<file path="config.mk">
export PLATFORM = sky130hd
export DESIGN_NAME = booth_radix4_sequencer_flat
export DESIGN_NICKNAME = d
export VERILOG_FILES = /design/src/rtl/booth_radix4_sequencer_if.sv /design/src/rtl/booth_radix4_sequencer.sv /design/src/flat_wrapper.sv
export SDC_FILE = /design/constraint.sdc
export NUM_CORES = 1
export LEC_CHECK = 0
export BUFFER_PORTS_ARGS = -buffer_cell sky130_fd_sc_hd__buf_2
export CORE_ASPECT_RATIO = 2
export CORE_MARGIN = 2
export CORE_UTILIZATION = 50
export CTS_BUF_LIST = sky130_fd_sc_hd__clkbuf_16
export CTS_CLUSTER_SIZE = 16
export DETAILED_ROUTE_END_ITERATION = 10
export PLACE_DENSITY = 0.71
export SYNTH_ARGS = -nofsm -noshare
export SYNTH_HDL_FRONTEND = slang
export SYNTH_SLANG_ARGS = --single-unit
export TNS_END_PERCENT = 1
</file>
<file path="constraint.sdc">
create_clock -name clk -period 6.76 [get_ports clk]
set_input_delay 1.352 -clock clk [delete_from_list [all_inputs] [get_ports clk]]
set_output_delay 1.352 -clock clk [all_outputs]
set_load 0.01 [all_outputs]
</file>
<file path="src/rtl/booth_radix4_sequencer_if.sv">
// Handshake and result bundle for the radix-4 Booth multiplier sequencer.
// The master side requests a multiply. The slave side (the sequencer) returns status, the product and the Booth decode.
interface booth_radix4_sequencer_if #(
  parameter int WIDTH = 32,
  parameter int CW    = $clog2(WIDTH/2+2)
);
  logic               start;
  logic               clear;
  logic               is_signed;
  logic [WIDTH-1:0]   multiplicand;
  logic [WIDTH-1:0]   multiplier;
  logic               ready;
  logic               busy;
  logic               done;
  logic [2*WIDTH-1:0] product;
  logic [CW-1:0]      count;
  logic               sel_times_two;
  logic               sel_subtract;
  logic               sel_zero;

  modport master (
    output start, clear, is_signed, multiplicand, multiplier,
    input  ready, busy, done, product, count,
           sel_times_two, sel_subtract, sel_zero
  );

  modport slave (
    input  start, clear, is_signed, multiplicand, multiplier,
    output ready, busy, done, product, count,
           sel_times_two, sel_subtract, sel_zero
  );
endinterface

</file>
<file path="src/rtl/booth_radix4_sequencer.sv">
// Sequential radix-4 Booth multiplier. It retires two multiplier bits per RUN cycle.
// Unsigned operands take one extra step because their zero-extension bit must also be consumed.
module booth_radix4_sequencer #(
  parameter int WIDTH = 32,
  parameter int CW    = $clog2(WIDTH/2+2)
) (
  input  logic                         clk,
  input  logic                         reset,
  booth_radix4_sequencer_if.slave      bus
);

  localparam int EW = WIDTH + 2;   // extended operand / shift register width
  localparam int AW = WIDTH + 3;   // accumulator width, headroom for +/-2M
  localparam logic [CW-1:0] N_SIGNED   = CW'(WIDTH/2);
  localparam logic [CW-1:0] N_UNSIGNED = CW'(WIDTH/2 + 1);

  typedef enum logic [1:0] {IDLE, RUN, DONE} state_t;

  state_t             state_q, state_d;
  logic [AW-1:0]      acc_q;
  logic [EW-1:0]      sr_q;
  logic [EW-1:0]      mcand_q;
  logic               q_m1_q;
  logic               signed_q;
  logic [CW-1:0]      count_q;
  logic [2*WIDTH-1:0] product_q;

  logic [CW-1:0]      n_steps;
  logic               step_en;
  logic [2:0]         triplet;
  logic               dec_sub, dec_two, dec_zero;
  logic [AW-1:0]      mcand_ext, mag, digit, sum;
  logic [AW-1:0]      acc_next;
  logic [EW-1:0]      sr_next;
  logic [2*WIDTH-1:0] product_sel;

  assign n_steps = signed_q ? N_SIGNED : N_UNSIGNED;
  // RUN lasts N+1 cycles. The last cycle only registers the product from the settled accumulator,
  // so there is no path from the adder into the product register.
  assign step_en = (state_q == RUN) && (count_q != n_steps);

  assign triplet  = {sr_q[1:0], q_m1_q};
  assign dec_sub  = triplet[2];
  assign dec_two  = ~(triplet[1] ^ triplet[0]);
  assign dec_zero = (triplet == 3'b000) || (triplet == 3'b111);

  assign mcand_ext = {mcand_q[EW-1], mcand_q};
  assign mag       = dec_two ? (mcand_ext << 1) : mcand_ext;
  assign digit     = dec_zero ? '0 : (dec_sub ? -mag : mag);
  assign sum       = acc_q + digit;
  assign acc_next  = {{2{sum[AW-1]}}, sum[AW-1:2]};
  assign sr_next   = {sum[1:0], sr_q[EW-1:2]};

  // A signed run consumes only WIDTH multiplier bits, so the two unconsumed extension bits still sit at the bottom of sr_q.
  assign product_sel = signed_q ? {acc_q[WIDTH-1:0], sr_q[EW-1:2]}
                                : {acc_q[WIDTH-3:0], sr_q};

  assign bus.ready         = (state_q == IDLE);
  assign bus.busy          = (state_q == RUN);
  assign bus.done          = (state_q == DONE);
  assign bus.product       = product_q;
  assign bus.count         = count_q;
  assign bus.sel_subtract  = step_en & dec_sub;
  assign bus.sel_times_two = step_en & dec_two;
  assign bus.sel_zero      = step_en & dec_zero;

  // NOTE: every variable assigned here gets a default first, so no path can infer a latch.
  always_comb begin
    state_d = state_q;
    case (state_q)
      IDLE: if (bus.start) state_d = RUN;
      RUN: begin
        if (bus.clear)              state_d = IDLE;
        else if (count_q == n_steps) state_d = DONE;
      end
      DONE:    state_d = IDLE;
      default: state_d = IDLE;
    endcase
  end

  // NOTE: all registers are reset, including the datapath, so a start after reset behaves exactly like one after power-up.
  always_ff @(posedge clk or negedge reset) begin
    if (!reset) begin
      state_q   <= IDLE;
      acc_q     <= '0;
      sr_q      <= '0;
      mcand_q   <= '0;
      q_m1_q    <= 1'b0;
      signed_q  <= 1'b0;
      count_q   <= '0;
      product_q <= '0;
    end else begin
      // NOTE: non-blocking assignments, so every register samples the pre-edge values.
      state_q <= state_d;
      case (state_q)
        IDLE: if (bus.start) begin
          acc_q    <= '0;
          q_m1_q   <= 1'b0;
          count_q  <= '0;
          signed_q <= bus.is_signed;
          sr_q     <= {{2{bus.is_signed & bus.multiplier[WIDTH-1]}}, bus.multiplier};
          mcand_q  <= {{2{bus.is_signed & bus.multiplicand[WIDTH-1]}}, bus.multiplicand};
        end
        RUN: if (!bus.clear) begin
          if (step_en) begin
            acc_q   <= acc_next;
            sr_q    <= sr_next;
            q_m1_q  <= sr_q[1];
            count_q <= count_q + CW'(1);
          end else begin
            product_q <= product_sel;
          end
        end
        default: ;
      endcase
    end
  end

endmodule

</file>
<file path="src/flat_wrapper.sv">
// flat-port wrapper written by rule: the top's interface ports become plain ports
module booth_radix4_sequencer_flat 
#(
  parameter int WIDTH = 32,
  parameter int CW    = $clog2(WIDTH/2+2)
)
  (clk, reset, bus_start, bus_clear, bus_is_signed, bus_multiplicand, bus_multiplier, bus_ready, bus_busy, bus_done, bus_product, bus_count, bus_sel_times_two, bus_sel_subtract, bus_sel_zero);
  booth_radix4_sequencer_if #(.WIDTH(WIDTH), .CW(CW)) bus_i ();
  input  logic clk;
  input  logic reset;
  input wire logic [$bits(bus_i.start)-1:0] bus_start;
  input wire logic [$bits(bus_i.clear)-1:0] bus_clear;
  input wire logic [$bits(bus_i.is_signed)-1:0] bus_is_signed;
  input wire logic [$bits(bus_i.multiplicand)-1:0] bus_multiplicand;
  input wire logic [$bits(bus_i.multiplier)-1:0] bus_multiplier;
  output wire logic [$bits(bus_i.ready)-1:0] bus_ready;
  output wire logic [$bits(bus_i.busy)-1:0] bus_busy;
  output wire logic [$bits(bus_i.done)-1:0] bus_done;
  output wire logic [$bits(bus_i.product)-1:0] bus_product;
  output wire logic [$bits(bus_i.count)-1:0] bus_count;
  output wire logic [$bits(bus_i.sel_times_two)-1:0] bus_sel_times_two;
  output wire logic [$bits(bus_i.sel_subtract)-1:0] bus_sel_subtract;
  output wire logic [$bits(bus_i.sel_zero)-1:0] bus_sel_zero;
  assign bus_i.start = bus_start;
  assign bus_i.clear = bus_clear;
  assign bus_i.is_signed = bus_is_signed;
  assign bus_i.multiplicand = bus_multiplicand;
  assign bus_i.multiplier = bus_multiplier;
  assign bus_ready = bus_i.ready;
  assign bus_busy = bus_i.busy;
  assign bus_done = bus_i.done;
  assign bus_product = bus_i.product;
  assign bus_count = bus_i.count;
  assign bus_sel_times_two = bus_i.sel_times_two;
  assign bus_sel_subtract = bus_i.sel_subtract;
  assign bus_sel_zero = bus_i.sel_zero;
  booth_radix4_sequencer #(.WIDTH(WIDTH), .CW(CW)) u_core (.clk(clk), .reset(reset), .bus(bus_i));
endmodule
</file>
==> qor.yml, run 1 <==
avgSynthCellArea_um2: 8.26
drc: 0
io_pins: 144
ys_warn_count: 0
cp-start-kind: "flip-flop"
grt_antenna_before_repair: 2
nFillCells: 2000
path_max_fanout: 19
nets: 1492
clockBufferDepth: 2
root_buffer: "clkbuf_16"
slowest_stage: "ha_2"
wl_per_cell_um: 17.5
drv_slew: 0
cts_setup_buffers: 0
clk_latency_ns: 0.44
syn-cell-area_um2: 10700
drive_above_1_share: 0.150
crit_type: "reg -> reg"
cp_top_family: "compound AO/OA/AOI/OAI gates"
highest_layer: "met5"
initial_core_util: 0.509
rsz0062_at_grt: "false"
portBuffers: 143
p_leak_uw: 0.00581
wl_met2_um: 15600
h-tree-depth: 4
crit_buf_inv: 2
gp_congestion: 0.909
hold_viol_final: 0
worstMarginPinSlew_ns: 1.04
p_int_uw: 2990
finalCritPeriodShare: 0.906
synth.ff_latch_count: 173
required_ns: 7.13
clk_pin_slew_ns: 0.07
worstPathArrival_ns: 6.49
finClkSkew_ns: 0.00944
num_rows: 75
multi_input_area_um2: 5920
grt_pass1_wl_um: 47100
dp_hpwl_um: 21300
synth_top_area_share: 0.406
max_slew_margin: 0.305
area_growth_pct: 14.0
synthDistinctLibCells: 64
grt_pass1_vias: 9512
routed_via_density: 5.75
first_iter_violations: 528
synth_nets: 1398
synth.largest_area_cell: "dfrtp_1"
core_um2: 20900
endpoint_kind: "flip-flop"
routed-via-count: 9584
peakVddDrop_mv: 0.194
hold_buffers: 0
fp.dieArea_um2: 22600
seq_area_frac_synth: 0.406
setup_viol: 0
synthCells: 1290
numCtsBuffers: 17
ant_nets: 0
die_y_um: 210
area.sequential_um2: 4330
place_area_um2: 11500
fin_setup_tns_ns: 0
powerDensity_nw_per_um2: 448
drt_first_pass_iters: 5
p_clk_frac: 0.189
fmax_ghz: 0.163
hp-class: "reg -> reg"
grt_usage: 0.264
route.met3.wl_um: 1270
cts_resized: 0
async_flop_share: 1.00
p_sw_frac: 0.450
yosys-top-cells-area: "dfrtp_1 (41%), nand2_1 (11%), mux2i_1 (7.4%), o21ai_0 (6.9%), ha_1 (4.5%)"
outcome: "completed"
switchingPower_uw: 2450
final_cell_area_um2: 12100
critPathMaxStageDelay_ns: 0.55
grt_start_max_net_pins: 104
finalCriticalPeriod_ns: 6.13
comb_power_share: 0.531
drt-total-wl_um: 29100
synth_ff_type: "dfrtp_1"
synth_edf_count: 0
seqPwrFrac: 0.280
clock_sinks: 173
cts_tree: "yes"
drv_cap: 0
path_cells: "inv_1, ha_2, mux2i_1, ha_1, or3b_1, or3_4, nor3_1, nand2_1, o311ai_0, o21ai_0, a221oi_1, ha_1, inv_1, o22ai_1, a2111oi_0, a21oi_1, a41oi_1, or4bb_1, o211ai_2, mux2i_1"
overflow: 0
die_x_um: 107
drt-met1-wl_um: 11100
post-route-util: 0.580
[power groups by stage]
stage          sequential (uW)  combinational, uW  clock, uW
2_1_floorplan             1440               2200          0
3_3_place_gp              1530               2820          0
3_5_place_dp              1540               2860          0
4_1_cts                   1520               2870       1050
5_1_grt                   1560               3220       1080
6_report                  1520               2890       1030
[layout make-up]
cell class | instances | area share
clock inverters | 15 | 0.0158
repair buffers | 158 | 0.0687
clock buffers | 17 | 0.0350
flip-flops and latches | 173 | 0.357
inverters | 28 | 0.00865
well taps | 269 | 0.0277
diodes | 1 | 0.000206
multi-input cells | 1006 | 0.487
[metal layers]
metal / vias up / global-route usage
li1: 4713 / -
met1: 4546 / 0.289
met3: 67 / 0.0433
met2: 256 / 0.485
met5: - / 0
met4: 2 / 0.123
[registers in the layout, summed over array words and instances, names as in the netlist]
signal              flops
u_core.bus.count        5
u_core.signed_q         1
u_core.sr_q            34
u_core.q_m1_q           1
u_core.acc_q           33
u_core.state_q          2
u_core.bus.product     64
u_core.mcand_q         33
[placed cells by master, fill, tap and decap left out, types with 4 or more instances in the layout]
cell / instances
a2111oi_0: 4
a211oi_1: 9
a21o_1: 13
a21oi_1: 55
a221oi_1: 9
a31oi_1: 37
a41oi_1: 4
and3_1: 12
buf_2: 142
buf_4: 15
clkbuf_16: 17
clkinvlp_4: 4
dfrtp_1: 172
ha_1: 37
inv_1: 27
mux2i_1: 79
nand2_1: 299
nand2b_1: 10
nand3_1: 40
nand4_1: 8
nor2_1: 80
nor2b_1: 8
nor3_1: 16
o211ai_1: 5
o21ai_0: 146
o21ai_1: 7
o21bai_1: 6
o22ai_1: 7
o31ai_1: 7
or2_2: 5
or3_1: 4
xnor2_1: 30
xor2_1: 18
[worst min-delay path, stage by stage, from the launching register on]
cell and delay [ns]:
dfrtp_1 0.34, nand2_1 0.04, o21ai_0 0.06
[metrics by stage]
| step | cells | worst slack, ns | hold slack, ns | power (uW) |
|---|---|---|---|---|
| 2_1_floorplan | 1290 | 0.653 | 0.460 | 3640 |
| 3_3_place_gp | 1634 | 0.854 | 0.458 | 4350 |
| 3_5_place_dp | 1634 | 0.709 | 0.465 | 4400 |
| 4_1_cts | 1666 | 0.686 | 0.480 | 5440 |
| 5_1_grt | 1667 | 0.0551 | 0.498 | 5860 |
| 6_report | 1667 | 0.633 | 0.474 | 5440 |
[cell families after synthesis]
kind of cell | Yosys count | share of synthesized area
multiplexers | 82 | 0.0774
AO/OA/AOI/OAI | 332 | 0.185
buffers and inverters | 111 | 0.0393
adder cells (fa/ha/maj) | 39 | 0.0465
flip-flops | 173 | 0.406
XOR/XNOR | 48 | 0.0395
AND/OR/NAND/NOR | 505 | 0.207
[synthesized netlist by cell type (10+ instances only)]
master / count
inv_1: 27
dfrtp_1: 173
ha_1: 38
buf_1: 16
clkbuf_1: 65
a21oi_1: 55
nand3_1: 40
a31oi_1: 37
xor2_1: 18
o21ai_0: 146
nand2_1: 299
mux2i_1: 79
nor2_1: 80
nor3_1: 16
and3_1: 12
xnor2_1: 30
a21o_1: 13
nand2b_1: 10
[final timing paths]
kind	start	to	slack [ns]	cells after the start
max	u_core.sr_q[0]	u_core.acc_q[33]	0.63	20
min	u_core.bus.product[32]	u_core.bus.product[32]	0.47	2
max reg2reg	u_core.sr_q[0]	u_core.acc_q[33]	0.63	20
min reg2reg	u_core.bus.product[32]	u_core.bus.product[32]	0.47	2
max in group asynchronous	reset	u_core.bus.count[3]	4.67	2
min in group asynchronous	reset	u_core.bus.product[32]	0.92	1
Power figures use the tool's default switching activity.
==> run 2: changes to the inputs <==
- BUFFER_PORTS_ARGS: -buffer_cell sky130_fd_sc_hd__buf_2 -> default
- DONT_BUFFER_PORTS: default -> 1
- PLACE_DENSITY: 0.71 -> 0.65
- clock period: 6.76 -> 7.13 ns (I/O delays scaled with it)
==> run 2 against run 1 <==
  * Utilization shrank 4.0 points
  * Combinational power fell by 9.7%
  * Total power down 9.6%
  * Critical endpoint unchanged
  * Worst hold slack better by 0.017 ns
  * Global-route usage decreased by 0.98 points
  * First-iteration DRC count is 8.3% higher
  * Highest routed layer is now met4
==> qor.yml, run 2 (synthesis gave the netlist of run 1 again) <==
final_cell_mix: "nand2_1 (298), dfrtp_1 (172), o21ai_0 (146)"  # was nand2_1 (299), dfrtp_1 (172), o21ai_0 (146)
first_iter_violations: 572  # was 528
endpoint_kind: "flip-flop"  # unchanged
routed-via-count: 8889  # was 9584
dp_hpwl_um: 20300  # was 21300 um
fin_cells: 1520  # was 1667
num_rows: 75  # unchanged
die_x_um: 107  # unchanged
slowest_stage: "a41oi_1"  # was ha_2
hp-class: "reg -> reg"  # unchanged
outcome: "completed"  # unchanged
finalCriticalPeriod_ns: 6.13  # about the same
drv_slew: 0  # unchanged
n_antenna_cell: 0  # was 1
max_slew_margin: 0.318  # was 0.305
grt_usage: 0.254  # was 0.264
hold_viol_final: 0  # unchanged
rsz0062_at_grt: "false"  # unchanged
drc: 0  # unchanged
clk_latency_ns: 0.44  # about the same
largest_reg_flops: 64  # unchanged
crit_type: "reg -> reg"  # unchanged
cts_resized: 0  # unchanged
nFillCells: 2000  # unchanged
critPathMaxStageDelay_ns: 0.57  # was 0.55 ns
wl_per_cell_um: 18.4  # was 17.5 um
worst_r2r_path_depth: 20  # unchanged
area_growth_pct: 6.12  # was 14.0%
overflow: 0  # unchanged
layout_commonest_cell: "nand2_1"  # unchanged
fp.dieArea_um2: 22600  # unchanged
worstPathArrival_ns: 6.50  # was 6.49 ns
cts_tree: "yes"  # unchanged
hold_buffers: 0  # unchanged
initial_core_util: 0.509  # unchanged
hold_depth: 2  # unchanged
die_y_um: 210  # unchanged
crit_cells: 20  # unchanged
cp-start-kind: "flip-flop"  # unchanged
peakVddDrop_mv: 0.209  # was 0.194 mV
core_um2: 20900  # unchanged
clockBufferDepth: 2  # unchanged
root_buffer: "clkbuf_16"  # unchanged
p_leak_uw: 0.00518  # was 0.00581 uW
required_ns: 7.50  # was 7.13 ns
crit_buf_inv: 2  # unchanged
ant_nets: 0  # unchanged
whs_ns: 0.491  # was 0.474 ns
clk_pin_slew_ns: 0.07  # about the same
grt_pass1_vias: 8713  # was 9512
worstMarginPinSlew_ns: 1.02  # was 1.04 ns
portBuffers: 0  # was 143
path_max_fanout: 15  # was 19
routed_via_density: 5.85  # was 5.75
cts_setup_buffers: 0  # unchanged
cp_top_family: "compound AO/OA/AOI/OAI gates"  # unchanged
clock_sinks: 173  # unchanged
finClkSkew_ns: 0.00765  # was 0.00944 ns
powerDensity_nw_per_um2: 435  # was 448 nW/um^2
drt-total-wl_um: 28000  # was 29100 um
drv_cap: 0  # unchanged
finalCritPeriodShare: 0.860  # was 0.906
gp_congestion: 0.940  # was 0.909
totalPowerFinal_uw: 4920  # was 5440 uW
grt_antenna_before_repair: 0  # was 2
path_cells: "inv_1, ha_2, mux2i_1, ha_1, or3b_1, or3_4, nor3_1, nand2_1, o311ai_0, o21ai_0, a221oi_1, ha_1, inv_1, o22ai_1, a2111oi_0, a21oi_1, a41oi_1, or4bb_1, o211ai_2, mux2i_1"  # unchanged
grt_start_max_net_pins: 174  # was 104
grt_pass1_wl_um: 45000  # was 47100 um
dp_cells: 1488  # was 1634
numCtsBuffers: 17  # unchanged
fin_setup_tns_ns: 0  # unchanged
nets: 1346  # was 1492
h-tree-depth: 4  # unchanged
setup_viol: 0  # unchanged
drt_first_pass_iters: 5  # unchanged
fmax_ghz: 0.163  # about the same
io_pins: 144  # unchanged
drive_above_1_share: 0.0488  # was 0.150
run 2: through the flow:
stage	setup WS (ns)	utilization	cell area (um^2)
after global routing	0.525	0.540	11300
after global placement	1.17	0.515	10800
after floorplan	1.02	-	10700
after detailed placement	1.08	0.515	10800
after CTS	1.03	0.540	11300
final	0.995	0.540	11300
run 2: area by class of cell:
| cell class | count | area [um^2] | share of cell area |
|---|---|---|---|
| Clock buffer | 17 | 425 | 0.0376 |
| Timing Repair Buffer | 12 | 90.1 | 0.00797 |
| Clock inverter | 15 | 98.8 | 0.00874 |
| Tap cell | 269 | 337 | 0.0298 |
| Inverter | 28 | 105 | 0.00929 |
| Multi-Input combinational cell | 1006 | 5920 | 0.523 |
| Sequential cell | 173 | 4330 | 0.383 |
run 2: report_power, final:
part           leakage, uW  switching, uW  internal (uW)
clock             0.000255            403            443
sequential         0.00209            276           1180
combinational      0.00284           1550           1060
total              0.00518           2230           2680
run 2: worst paths after layout:
path | from | slack, ns | end
max reg2reg | u_core.sr_q[0] | 1.0 | u_core.acc_q[33]
max in group asynchronous | reset | 6.09 | u_core.signed_q
max | u_core.sr_q[0] | 1.0 | u_core.acc_q[33]
min | u_core.mcand_q[12] | 0.49 | u_core.mcand_q[12]
min in group asynchronous | reset | 0.67 | u_core.bus.product[22]
min reg2reg | u_core.mcand_q[12] | 0.49 | u_core.mcand_q[12]
run 2: worst min-delay path, delay by kind of cell (launching register included):
family	cells	cell delay [ns]
flip-flops	1	0.35
AND/OR/NAND/NOR	2	0.10
run 2: metal layers:
layer	routed length, um	global-route usage	up-vias
met3	1290	0.0482	57
met5	0	0	-
met1	10900	0.285	4188
li1	-	-	4425
met4	988	0.106	0
met2	14800	0.461	219
==> run 3: changes to the inputs <==
- CORE_MARGIN: 2 -> default
==> run 3 against run 2 <==
  * Wire length up 1.8%
  * Clock power up 11%
  * Largest cell class unchanged
  * Utilization up 0.30 points
  * Critical path depth unchanged
  * Die area down 2.8%
  * Via count up 0.75%
  * Cell area up 0.57%
  * Sequential share of layout area down 0.22 points
  * First-iteration DRC count down 13%
  * Total power up 2.6%
  * Critical endpoint unchanged
  * Global-route usage up 1.4 points
  * Register-to-register slack worse by 0.14 ns
==> qor.yml, run 3 (synthesis gave the netlist of run 1 again) <==
outcome: "completed"  # unchanged
setup_viol: 0  # unchanged
max_slew_margin: 0.240  # was 0.318
layout_commonest_cell: "nand2_1"  # unchanged
clockBufferDepth: 2  # unchanged
crit_type: "reg -> reg"  # unchanged
drv_slew: 0  # unchanged
nets: 1344  # was 1346
path_max_fanout: 16  # was 15
fp.dieArea_um2: 21900  # was 22600 um^2
worstPathArrival_ns: 6.65  # was 6.50 ns
overflow: 0  # unchanged
portBuffers: 0  # unchanged
wl_per_cell_um: 18.8  # was 18.4 um
area.sequential_um2: 4330  # unchanged
cp_top_family: "simple AND/OR/NAND/NOR gates"  # was compound AO/OA/AOI/OAI gates
switchingPower_uw: 2280  # was 2230 uW
drc: 0  # unchanged
nFillCells: 2009  # was 2000
clk_latency_ns: 0.46  # was 0.44 ns
h-tree-depth: 4  # unchanged
io_pins: 144  # unchanged
cp-start-kind: "flip-flop"  # unchanged
largest_reg_flops: 64  # unchanged
grt_usage: 0.268  # was 0.254
multi_input_area_um2: 5920  # unchanged
drive_above_1_share: 0.0488  # about the same
cts_tree: "yes"  # unchanged
rrSetupSlack_ns: 0.86  # was 1.0 ns
grt_start_max_net_pins: 174  # unchanged
num_rows: 75  # unchanged
path_cells: "inv_1, ha_2, mux2i_1, ha_1, or3b_1, or3_4, nor4_4, nand2_1, or3_1, nand2_1, xnor2_1, nor2_1, ha_1, and4_1, and3_1, a2111oi_0, o21ai_0, or4bb_1, o211ai_2, mux2i_1"  # was inv_1, ha_2, mux2i_1, ha_1, or3b_1, or3_4, nor3_1, nand2_1, o311ai_0, o21ai_0, a221oi_1, ha_1, inv_1, o22ai_1, a2111oi_0, a21oi_1, a41oi_1, or4bb_1, o211ai_2, mux2i_1
numCtsBuffers: 17  # unchanged
root_buffer: "clkbuf_16"  # unchanged
holdCritStartpoint: "u_core.mcand_q[17]"  # was u_core.mcand_q[12]
n_antenna_cell: 0  # unchanged
r2r_end: "u_core.acc_q[33]"  # unchanged
powerDensity_nw_per_um2: 443  # was 435 nW/um^2
p_clk_frac: 0.186  # was 0.172
seqPwrFrac: 0.289  # was 0.297
ant_nets: 0  # unchanged
initial_core_util: 0.509  # unchanged
crit_buf_inv: 1  # was 2
place_area_um2: 10800  # about the same
dp_hpwl_um: 20400  # was 20300 um
final_cell_mix: "nand2_1 (298), dfrtp_1 (172), o21ai_0 (146)"  # unchanged
hold_depth: 2  # unchanged
hold_viol_final: 0  # unchanged
cts_setup_buffers: 0  # unchanged
clk_pin_slew_ns: 0.07  # about the same
grt_antenna_before_repair: 0  # unchanged
rsz0062_at_grt: "false"  # unchanged
p_sw_frac: 0.452  # was 0.454
endpoint_kind: "flip-flop"  # unchanged
required_ns: 7.51  # was 7.50 ns
hold_buffers: 0  # unchanged
area_growth_pct: 6.72  # was 6.12%
worstMarginPinSlew_ns: 1.14  # was 1.02 ns
p_leak_uw: 0.00520  # was 0.00518 uW
drt-total-wl_um: 28500  # was 28000 um
routed-via-count: 8956  # was 8889
hold_end: "u_core.mcand_q[17]"  # was u_core.mcand_q[12]
final_cell_area_um2: 11400  # was 11300 um^2
finClkSkew_ns: 0.0148  # was 0.00765 ns
die_x_um: 105  # was 107 um
grt_pass1_wl_um: 45700  # was 45000 um
first_iter_violations: 495  # was 572
peakVddDrop_mv: 0.183  # was 0.209 mV
drt_first_pass_iters: 7  # was 5
fin_setup_tns_ns: 0  # unchanged
hp-class: "reg -> reg"  # unchanged
slowest_stage: "a2111oi_0"  # was a41oi_1
die_y_um: 208  # was 210 um
critPathMaxStageDelay_ns: 0.71  # was 0.57 ns
regToRegStartpoint: "u_core.sr_q[0]"  # unchanged
crit_cells: 20  # unchanged
worst_r2r_path_depth: 20  # unchanged
clock_sinks: 173  # unchanged
cts_resized: 0  # unchanged
comb_power_share: 0.525  # was 0.531
core_um2: 20900  # unchanged
fmax_ghz: 0.159  # was 0.163 GHz
drv_cap: 0  # unchanged
p_int_uw: 2760  # was 2680 uW
routed_via_density: 5.90  # was 5.85
finalCritPeriodShare: 0.880  # was 0.860
finalCriticalPeriod_ns: 6.27  # was 6.13 ns
grt_pass1_vias: 8654  # was 8713
gp_congestion: 0.912  # was 0.940
run 3: power by group through the flow:
stage / Clock, uW / Sequential (uW) / Combinational [uW]
4_1_cts: 959 / 1450 / 2640
2_1_floorplan: 0 / 1360 / 2090
3_5_place_dp: 0 / 1470 / 2630
5_1_grt: 997 / 1490 / 2960
3_3_place_gp: 0 / 1470 / 2620
6_report: 939 / 1450 / 2650
run 3: worst max path at each step:
stage	slack, ns	to	from
after floorplan	1.02	u_core.acc_q[33]	u_core.sr_q[0]
after global placement	1.01	u_core.acc_q[33]	u_core.sr_q[0]
after global routing	0.42	u_core.acc_q[33]	u_core.sr_q[0]
final	0.86	u_core.acc_q[33]	u_core.sr_q[0]
after detailed placement	0.90	u_core.acc_q[33]	u_core.sr_q[0]
after CTS	0.88	u_core.acc_q[33]	u_core.sr_q[0]
run 3: tightest hold or removal path, delay by kind of cell (launching register included):
kind	cells	cell delay [ns]
flip-flops	1	0.36
AND/OR/NAND/NOR	2	0.10
run 3: layer usage:
metal / share of wire / track usage / vias up
li1: - / - / 4418
met1: 0.40 / 0.300 / 4271
met2: 0.53 / 0.489 / 216
met3: 0.040 / 0.0429 / 51
met4: 0.033 / 0.124 / 0
met5: 0 / 0 / -
run 3: metrics by stage:
step                      hold slack (ns)  power (uW)  instances  setup WS [ns]  utilization
after floorplan                     0.460        3450       1290           1.02            -
after global placement              0.481        4090       1486           1.01        0.515
after detailed placement            0.485        4100       1486          0.905        0.515
after CTS                           0.502        5060       1518          0.880        0.543
after global routing                0.535        5440       1518          0.417        0.543
final                               0.496        5040       1518          0.858        0.543
run 3: area by class of cell:
cell class,instances,share of cell area
multi-input cells,1006,0.521
flip-flops and latches,173,0.381
clock buffers,17,0.0374
well taps,269,0.0296
clock inverters,15,0.0145
inverters,28,0.00924
repair buffers,10,0.00770
